--- src/rtl/psum_pkg.sv ---
// +----------------------------------------------------------------------------+
// | Module   : psum_pkg                                                         |
// | Desc     : Shared widths, accumulator FSM state type and saturating clip    |
// |            helper for the partial-sum combiner / requantiser.               |
// | Revision : 1.0  initial release                                             |
// +----------------------------------------------------------------------------+
`default_nettype none

package psum_pkg;

   // Default widths of the conv output path
   localparam int unsigned c_n_ch   = 3;
   localparam int unsigned c_in_w   = 21;
   localparam int unsigned c_acc_w  = 26;
   localparam int unsigned c_out_w  = 8;
   localparam int unsigned c_pass_w = 4;
   localparam int unsigned c_cnt_w  = 16;

   // Wide signed working type, comfortably larger than any accumulator here
   localparam int unsigned c_calc_w = 64;
   typedef logic signed [c_calc_w-1:0] calc_t;

   typedef enum logic [0:0] {
      IDLE  = 1'b0,
      ACCUM = 1'b1
   } acc_state_e;

   // Clamp a wide signed value into the signed range of a w-bit number
   function automatic calc_t sat_clip(input calc_t v, input int unsigned w);
      calc_t hi;
      calc_t lo;
      hi = (calc_t'(1) <<< (w - 1)) - calc_t'(1);
      lo = -(calc_t'(1) <<< (w - 1));
      if (v > hi) begin
         sat_clip = hi;
      end else if (v < lo) begin
         sat_clip = lo;
      end else begin
         sat_clip = v;
      end
   endfunction

endpackage

`default_nettype wire

--- src/rtl/psum_requant_acc_if.sv ---
// +----------------------------------------------------------------------------+
// | Module   : psum_requant_acc_if                                              |
// | Desc     : Input beat and output activation valid/ready streams of the      |
// |            partial-sum combiner. slave = design view, master = environment. |
// | Revision : 1.0  initial release                                             |
// +----------------------------------------------------------------------------+
`default_nettype none

interface psum_requant_acc_if
   import psum_pkg::*;
#(
   parameter int unsigned N_CH  = c_n_ch,
   parameter int unsigned IN_W  = c_in_w,
   parameter int unsigned OUT_W = c_out_w
) ();

   logic                    in_vld;
   logic                    in_rdy;
   logic [N_CH*IN_W-1:0]    in_data;
   logic                    out_vld;
   logic                    out_rdy;
   logic signed [OUT_W-1:0] out_data;
   logic                    out_sat;

   modport slave (
      input  in_vld, in_data, out_rdy,
      output in_rdy, out_vld, out_data, out_sat
   );

   modport master (
      output in_vld, in_data, out_rdy,
      input  in_rdy, out_vld, out_data, out_sat
   );

endinterface

`default_nettype wire

--- src/rtl/psum_requant.sv ---
// +----------------------------------------------------------------------------+
// | Module   : psum_requant                                                     |
// | Desc     : Combinational arithmetic right shift of the accumulator with     |
// |            saturation to a signed OUT_W activation.                         |
// |            PSUM_ROUND_EN defined   : round-half-up before the shift.        |
// |            PSUM_ROUND_EN undefined : truncation (floor).                    |
// | Revision : 1.0  initial release                                             |
// +----------------------------------------------------------------------------+
`default_nettype none

module psum_requant
   import psum_pkg::*;
#(
   parameter int unsigned ACC_W = c_acc_w,
   parameter int unsigned OUT_W = c_out_w
) (
   input  logic signed [ACC_W-1:0] acc_i,
   input  logic        [4:0]       shift_i,
   output logic signed [OUT_W-1:0] data_o,
   output logic                    sat_o
);

   calc_t wide;
   calc_t biased;
   calc_t shifted;
   calc_t clipped;

   // Bias (optional), shift, then clip; shifts past ACC_W leave only sign bits
   always_comb begin
      wide = calc_t'(acc_i);
`ifdef PSUM_ROUND_EN
      if (shift_i == 5'd0) begin
         biased = wide;
      end else begin
         biased = sat_clip(wide + (calc_t'(1) <<< (shift_i - 5'd1)), ACC_W);
      end
`else
      biased = wide;
`endif
      shifted = biased >>> shift_i;
      clipped = sat_clip(shifted, OUT_W);
      data_o  = OUT_W'(clipped);
      sat_o   = (clipped != shifted);
   end

endmodule

`default_nettype wire

--- src/rtl/psum_requant_acc.sv ---
// +----------------------------------------------------------------------------+
// | Module   : psum_requant_acc                                                 |
// | Desc     : Adds N_CH signed partial sums per beat, accumulates cfg_passes   |
// |            beats, requantises (shift + saturate) to OUT_W. Pipeline:        |
// |            S1 channel sum, S2 accumulator FSM, S3 output register.          |
// |            Rounding mode selected by macro PSUM_ROUND_EN (see psum_requant).|
// | Revision : 1.0  initial release                                             |
// +----------------------------------------------------------------------------+
`default_nettype none

module psum_requant_acc
   import psum_pkg::*;
#(
   parameter int unsigned N_CH   = c_n_ch,
   parameter int unsigned IN_W   = c_in_w,
   parameter int unsigned ACC_W  = c_acc_w,
   parameter int unsigned OUT_W  = c_out_w,
   parameter int unsigned PASS_W = c_pass_w,
   parameter int unsigned CNT_W  = c_cnt_w
) (
   input  logic              clk,
   input  logic              rst_n,
   input  logic              clr,
   psum_requant_acc_if.slave bus,
   input  logic [PASS_W-1:0] cfg_passes,
   input  logic [4:0]        cfg_shift,
   output logic [CNT_W-1:0]  sat_cnt,
   output logic              busy
);

   logic stall;
   logic accept;

   // S1
   logic signed [ACC_W-1:0] ch_ext [N_CH];
   logic signed [ACC_W-1:0] sum_d;
   logic                    s1_vld_q;
   logic signed [ACC_W-1:0] s1_sum_q;
   logic [PASS_W-1:0]       s1_passes_q;
   logic [4:0]              s1_shift_q;

   // S2
   acc_state_e              state_q, state_d;
   logic signed [ACC_W-1:0] acc_q, acc_d;
   logic [PASS_W-1:0]       pass_cnt_q, pass_cnt_d;
   logic [PASS_W-1:0]       passes_q, passes_d;
   logic [4:0]              shift_q, shift_d;
   logic                    s2_vld_q, s2_vld_d;
   logic [PASS_W-1:0]       passes_eff;

   // S3
   logic                    out_vld_q;
   logic signed [OUT_W-1:0] out_data_q;
   logic                    out_sat_q;
   logic [CNT_W-1:0]        sat_cnt_q;
   logic signed [OUT_W-1:0] rq_data;
   logic                    rq_sat;

   // A held output freezes the whole pipeline; clr also blocks new beats
   assign stall      = out_vld_q && !bus.out_rdy;
   assign bus.in_rdy = !stall && !clr;
   assign accept     = bus.in_vld && bus.in_rdy;

   for (genvar g = 0; g < N_CH; g++) begin : g_ch_ext
      assign ch_ext[g] = ACC_W'($signed(bus.in_data[g*IN_W +: IN_W]));
   end

   // Sum of all channels of the incoming beat
   always_comb begin
      sum_d = '0;
      for (int unsigned c = 0; c < N_CH; c++) begin
         sum_d = sum_d + ch_ext[c];
      end
   end

   // S1: register the beat sum together with the configuration seen at accept
   always_ff @(posedge clk or negedge rst_n) begin
      if (!rst_n) begin
         s1_vld_q    <= 1'b0;
         s1_sum_q    <= '0;
         s1_passes_q <= '0;
         s1_shift_q  <= '0;
      end else if (clr) begin
         s1_vld_q    <= 1'b0;
      end else if (!stall) begin
         s1_vld_q <= accept;
         if (accept) begin
            s1_sum_q    <= sum_d;
            s1_passes_q <= cfg_passes;
            s1_shift_q  <= cfg_shift;
         end
      end
   end

   assign passes_eff = (s1_passes_q == '0) ? PASS_W'(1) : s1_passes_q;

   // S2 next state: first beat latches config, later beats accumulate with saturation
   always_comb begin
      state_d    = state_q;
      acc_d      = acc_q;
      pass_cnt_d = pass_cnt_q;
      passes_d   = passes_q;
      shift_d    = shift_q;
      s2_vld_d   = s2_vld_q;
      if (!stall) begin
         s2_vld_d = 1'b0;
         if (s1_vld_q) begin
            case (state_q)
               IDLE: begin
                  acc_d      = s1_sum_q;
                  pass_cnt_d = PASS_W'(1);
                  passes_d   = passes_eff;
                  shift_d    = s1_shift_q;
                  if (passes_eff == PASS_W'(1)) begin
                     s2_vld_d = 1'b1;
                  end else begin
                     state_d = ACCUM;
                  end
               end
               ACCUM: begin
                  acc_d      = ACC_W'(sat_clip(calc_t'(acc_q) + calc_t'(s1_sum_q), ACC_W));
                  pass_cnt_d = pass_cnt_q + PASS_W'(1);
                  if (pass_cnt_d == passes_q) begin
                     s2_vld_d = 1'b1;
                     state_d  = IDLE;
                  end
               end
               default: state_d = IDLE;
            endcase
         end
      end
   end

   // S2 state register
   always_ff @(posedge clk or negedge rst_n) begin
      if (!rst_n) begin
         state_q    <= IDLE;
         acc_q      <= '0;
         pass_cnt_q <= '0;
         passes_q   <= '0;
         shift_q    <= '0;
         s2_vld_q   <= 1'b0;
      end else if (clr) begin
         state_q    <= IDLE;
         pass_cnt_q <= '0;
         s2_vld_q   <= 1'b0;
      end else begin
         state_q    <= state_d;
         acc_q      <= acc_d;
         pass_cnt_q <= pass_cnt_d;
         passes_q   <= passes_d;
         shift_q    <= shift_d;
         s2_vld_q   <= s2_vld_d;
      end
   end

   psum_requant #(
      .ACC_W (ACC_W),
      .OUT_W (OUT_W)
   ) u_requant (
      .acc_i   (acc_q),
      .shift_i (shift_q),
      .data_o  (rq_data),
      .sat_o   (rq_sat)
   );

   // S3: output register and sticky clip counter
   always_ff @(posedge clk or negedge rst_n) begin
      if (!rst_n) begin
         out_vld_q  <= 1'b0;
         out_data_q <= '0;
         out_sat_q  <= 1'b0;
         sat_cnt_q  <= '0;
      end else if (clr) begin
         out_vld_q  <= 1'b0;
         out_data_q <= '0;
         out_sat_q  <= 1'b0;
         sat_cnt_q  <= '0;
      end else if (!stall) begin
         out_vld_q <= s2_vld_q;
         if (s2_vld_q) begin
            out_data_q <= rq_data;
            out_sat_q  <= rq_sat;
            if (rq_sat && (sat_cnt_q != '1)) begin
               sat_cnt_q <= sat_cnt_q + CNT_W'(1);
            end
         end
      end
   end

   assign bus.out_vld  = out_vld_q;
   assign bus.out_data = out_data_q;
   assign bus.out_sat  = out_sat_q;
   assign sat_cnt      = sat_cnt_q;
   assign busy         = (state_q != IDLE) || s1_vld_q || s2_vld_q || out_vld_q;

endmodule

`default_nettype wire

--- src/flat_wrapper.sv ---
// flat-port wrapper written by rule: the top's interface ports become plain ports
module psum_requant_acc_flat import psum_pkg::*;
#(
   parameter int unsigned N_CH   = c_n_ch,
   parameter int unsigned IN_W   = c_in_w,
   parameter int unsigned ACC_W  = c_acc_w,
   parameter int unsigned OUT_W  = c_out_w,
   parameter int unsigned PASS_W = c_pass_w,
   parameter int unsigned CNT_W  = c_cnt_w
)
  (clk, rst_n, clr, cfg_passes, cfg_shift, sat_cnt, busy, bus_in_vld, bus_in_data, bus_out_rdy, bus_in_rdy, bus_out_vld, bus_out_data, bus_out_sat);
  psum_requant_acc_if #(.N_CH(N_CH), .IN_W(IN_W), .OUT_W(OUT_W)) bus_i ();
  input  logic clk;
  input  logic rst_n;
  input  logic clr;
  input  logic [PASS_W-1:0] cfg_passes;
  input  logic [4:0] cfg_shift;
  output logic [CNT_W-1:0] sat_cnt;
  output logic busy;
  input wire logic [$bits(bus_i.in_vld)-1:0] bus_in_vld;
  input wire logic [$bits(bus_i.in_data)-1:0] bus_in_data;
  input wire logic [$bits(bus_i.out_rdy)-1:0] bus_out_rdy;
  output wire logic [$bits(bus_i.in_rdy)-1:0] bus_in_rdy;
  output wire logic [$bits(bus_i.out_vld)-1:0] bus_out_vld;
  output wire logic [$bits(bus_i.out_data)-1:0] bus_out_data;
  output wire logic [$bits(bus_i.out_sat)-1:0] bus_out_sat;
  assign bus_i.in_vld = bus_in_vld;
  assign bus_i.in_data = bus_in_data;
  assign bus_i.out_rdy = bus_out_rdy;
  assign bus_in_rdy = bus_i.in_rdy;
  assign bus_out_vld = bus_i.out_vld;
  assign bus_out_data = bus_i.out_data;
  assign bus_out_sat = bus_i.out_sat;
  psum_requant_acc #(.N_CH(N_CH), .IN_W(IN_W), .ACC_W(ACC_W), .OUT_W(OUT_W), .PASS_W(PASS_W), .CNT_W(CNT_W)) u_core (.clk(clk), .rst_n(rst_n), .clr(clr), .bus(bus_i), .cfg_passes(cfg_passes), .cfg_shift(cfg_shift), .sat_cnt(sat_cnt), .busy(busy));
endmodule
--- config.mk ---
export PLATFORM = sky130hd
export DESIGN_NAME = psum_requant_acc_flat
export DESIGN_NICKNAME = d
export VERILOG_FILES = /design/src/rtl/psum_pkg.sv /design/src/rtl/psum_requant_acc_if.sv /design/src/rtl/psum_requant.sv /design/src/rtl/psum_requant_acc.sv /design/src/flat_wrapper.sv
export SDC_FILE = /design/constraint.sdc
export NUM_CORES = 1
export LEC_CHECK = 0
export ABC_AREA = 1
export BUFFER_PORTS_ARGS = -buffer_cell sky130_fd_sc_hd__buf_2
export CAP_MARGIN = 20
export CORE_MARGIN = 3
export CORE_UTILIZATION = 50
export CTS_CLUSTER_SIZE = 16
export DETAILED_ROUTE_END_ITERATION = 12
export GPL_TIMING_DRIVEN = 0
export PLACE_DENSITY = 0.77
export RECOVER_POWER = 100
export SLEW_MARGIN = 20
export SYNTH_ARGS = -nofsm -noshare
export SYNTH_HDL_FRONTEND = slang
export SYNTH_SLANG_ARGS = --single-unit
--- constraint.sdc ---
create_clock -name clk -period 2.3 [get_ports clk]
set_input_delay 0.115 -clock clk [delete_from_list [all_inputs] [get_ports clk]]
set_output_delay 0.115 -clock clk [all_outputs]
set_load 0.02 [all_outputs]
==> results.tsv <==
metric	value	unit
fin_nets	1607	
drc_errors	0	
drt_iter0_drc	963	
route.vias.total	9830	
cts_buffers	9	
syn2layout_area_growth	26.9	%
fin_total_pwr	0.0119	W
setup_slack	-0.444	ns
ys.flop_type	dfrtp_1	
setup_violations	46	
avgSynthCellArea	6.99	um^2
required	2.53	ns
routed_wl	28300	um
grt_pass1_wl	45800	um
post-route-period-util	1.19	
pin_count	105	
cts_tree	yes	
final_cell_area	11400	um^2
yosys_warnings	0	
drtAntennaViolNets	0	
run_status	complete, but fails checks	
synthArstFlopShare	1.00	
p_clk_frac	0.132	
rows	48	
dieWidth	140	um
via_per_inst	5.82	
ys_types	51	
post-route-min-period	2.74	ns
wire_per_inst	16.8	um
path_buf_inv	1	
final_cells	1688	
synthTopCellsByCount	367 x nand2_1, 148 x nand3_1, 106 x inv_1	
hpwl	20100	um
cp_max_fo	5	
crit_type	flip-flop to flip-flop	
grt_max_degree	60	
clock_tree.buffer_depth	2	
antenna_found_initial	0	
synth.most_common_cell	nand2_1	
violations	negative setup slack	
swShare	0.489	
gp_congestion	0.987	
place_inst	1616	
die_area	19600	um^2
end_kind	flip-flop	
cp-start-kind	flip-flop	
slew_viol_final	0	
max_freq	364	MHz
seq_power_share	0.220	
ys_seq_elements	100	
maxCapViolCount	0	
yosysSeqAreaShare	0.278	
grt_util_all_layers	0.281	
slowest_delay	0.47	ns
yosysTopAreaCellShare	0.278	
setup_tns	-11.28	ns
start_util	0.515	
dpl-instance-area	9890	um^2
leakage	5.57	nW
synth_edf_count	0	
crit_chain	ha_1 > nand4_1 > nor3_1 > nand3_1 > nand2_1 > nand2_1 > nand2_4 > nor2_4 > nor2_4 > buf_6 > nand2_2 > nand2_2 > o21ai_2	
ys_top_cells_by_area	dfrtp_1 28%, nand2_1 15%, nand3_1 8.2%	
die_h	140	um
synth_nets	1435	
combinationalPowerShare	0.648	
intPower	0.00610	W
core_area	17500	um^2
crit_slowest_cell	dfrtp_1	
synth_top_cell_by_area	dfrtp_1	
p_switching	0.00584	W
ir_worst_vdd	0.000670	V
drive_gt1_frac	0.237	
rsz0062_at_grt	true	
cp.arrival	2.97	ns
root_buffer	clkbuf_16	
worst_pin_slew	1.03	ns
skew	0.0109	ns
grt_pass1_vias	9615	
clk_latency	0.36	ns
cpLargestDelayFamily	simple AND/OR/NAND/NOR gates	
syn-instance-count	1286	
diodes	0	
hp-class	input pin to flip-flop	
grt_overflow_total	0	
slew_headroom	0.311	
cts.clk_slew.worst_paths	0.08	ns
hold_viol_final	0	
p_per_area	1050	nW/um^2
netlist_area	8990	um^2
cts_sinks	100	
h-tree-depth	3	
dr.pass1.iters	6	
io_buffers	104	
==> metal layers <==
metal	vias up	global-route usage	routed length [um]
met2	446	0.466	13200
li1	4672	-	-
met1	4616	0.373	12000
met5	-	0	0
met4	0	0.0974	954
met3	96	0.0464	2130
==> kinds of logic (layout without fill, tap and decap cells) <==
logic type / count (synthesis) / count (layout) / share of synthesized area
flip-flops: 100 / 100 / 0.278
adder cells (fa/ha/maj): 72 / 72 / 0.119
AO/OA/AOI/OAI: 236 / 236 / 0.149
AND/OR/NAND/NOR: 661 / 661 / 0.324
buffers and inverters: 162 / 339 / 0.0761
XOR/XNOR: 54 / 54 / 0.0526
multiplexers: 1 / 1 / 0.00111
==> state kept, by name, summed over array words and instances (netlist names), 5 cells and up <==
register,cells
u_core.acc_q,26
u_core.bus.out_data,8
u_core.s1_shift_q,5
u_core.s1_sum_q,23
u_core.sat_cnt,16
u_core.shift_q,5
==> power by group through the flow <==
stage          logic [W]  clock network [W]  registers [W]
2_1_floorplan    0.00456                  0        0.00241
3_3_place_gp     0.00580                  0        0.00257
3_5_place_dp     0.00586                  0        0.00258
4_1_cts          0.00692            0.00158        0.00258
5_1_grt          0.00853            0.00164        0.00264
6_report         0.00774            0.00157        0.00262
==> cells in the final DEF (no fill, tap or decap), types with 21 or more instances in the layout <==
cell type  netlist  layout
ha_1            49      38
fa_1            23      21
clkbuf_1        26      47
a21oi_1         62      53
nor2_1          65      60
dfrtp_1        100      98
inv_1          106     102
nand4_1         32      32
nand2_2          5      29
nand3_2         11      61
buf_2           13      82
nand2_1        367     335
xnor2_1         23      23
buf_4            7      35
xor2_1          31      31
o21ai_0        101      87
nand3_1        148      97
==> worst paths after layout <==
path                                         from                      to  slack [ns]  depth (start not counted)
max                           u_core.s1_sum_q[24]         u_core.acc_q[6]       -0.44                         13
min                                           clr  u_core.bus.out_data[7]        0.03                          2
max reg2reg                   u_core.s1_sum_q[24]         u_core.acc_q[6]       -0.44                         13
min reg2reg                u_core.bus.out_data[0]  u_core.bus.out_data[0]        0.48                          2
max in group asynchronous                   rst_n       u_core.shift_q[0]        0.30                          3
min in group asynchronous                   rst_n        u_core.acc_q[14]        0.46                          2
==> cell type report <==
cell class,instances,area (um^2)
Tap cell,225,282
Multi-Input combinational cell,1024,6500
Clock inverter,6,67.6
Sequential cell,100,2500
Timing Repair Buffer,161,1040
Inverter,112,435
Fill cell,1459,6060
Clock buffer,10,239
Buffer,50,348
==> through the flow <==
step                      setup slack (ns)  hold slack (ns)   util
after CTS                           -0.285           0.0186  0.632
after global routing                -0.545           0.0315  0.653
after detailed placement            -0.624           0.0542  0.566
final                               -0.444           0.0279  0.653
after floorplan                    -0.0815           -0.181      -
after global placement              -0.622            0.316  0.564
==> repair_timing <==
item,in CTS,in global routing
hold buffers,11,0
pin swaps,29,35
endpoints found under the hold margin,51,0
endpoints found under the setup margin,50,68
cloned,5,3
buffers inserted,21,17
gates resized for setup,124,91
No activity file was read; power rests on OpenSTA's default activity.
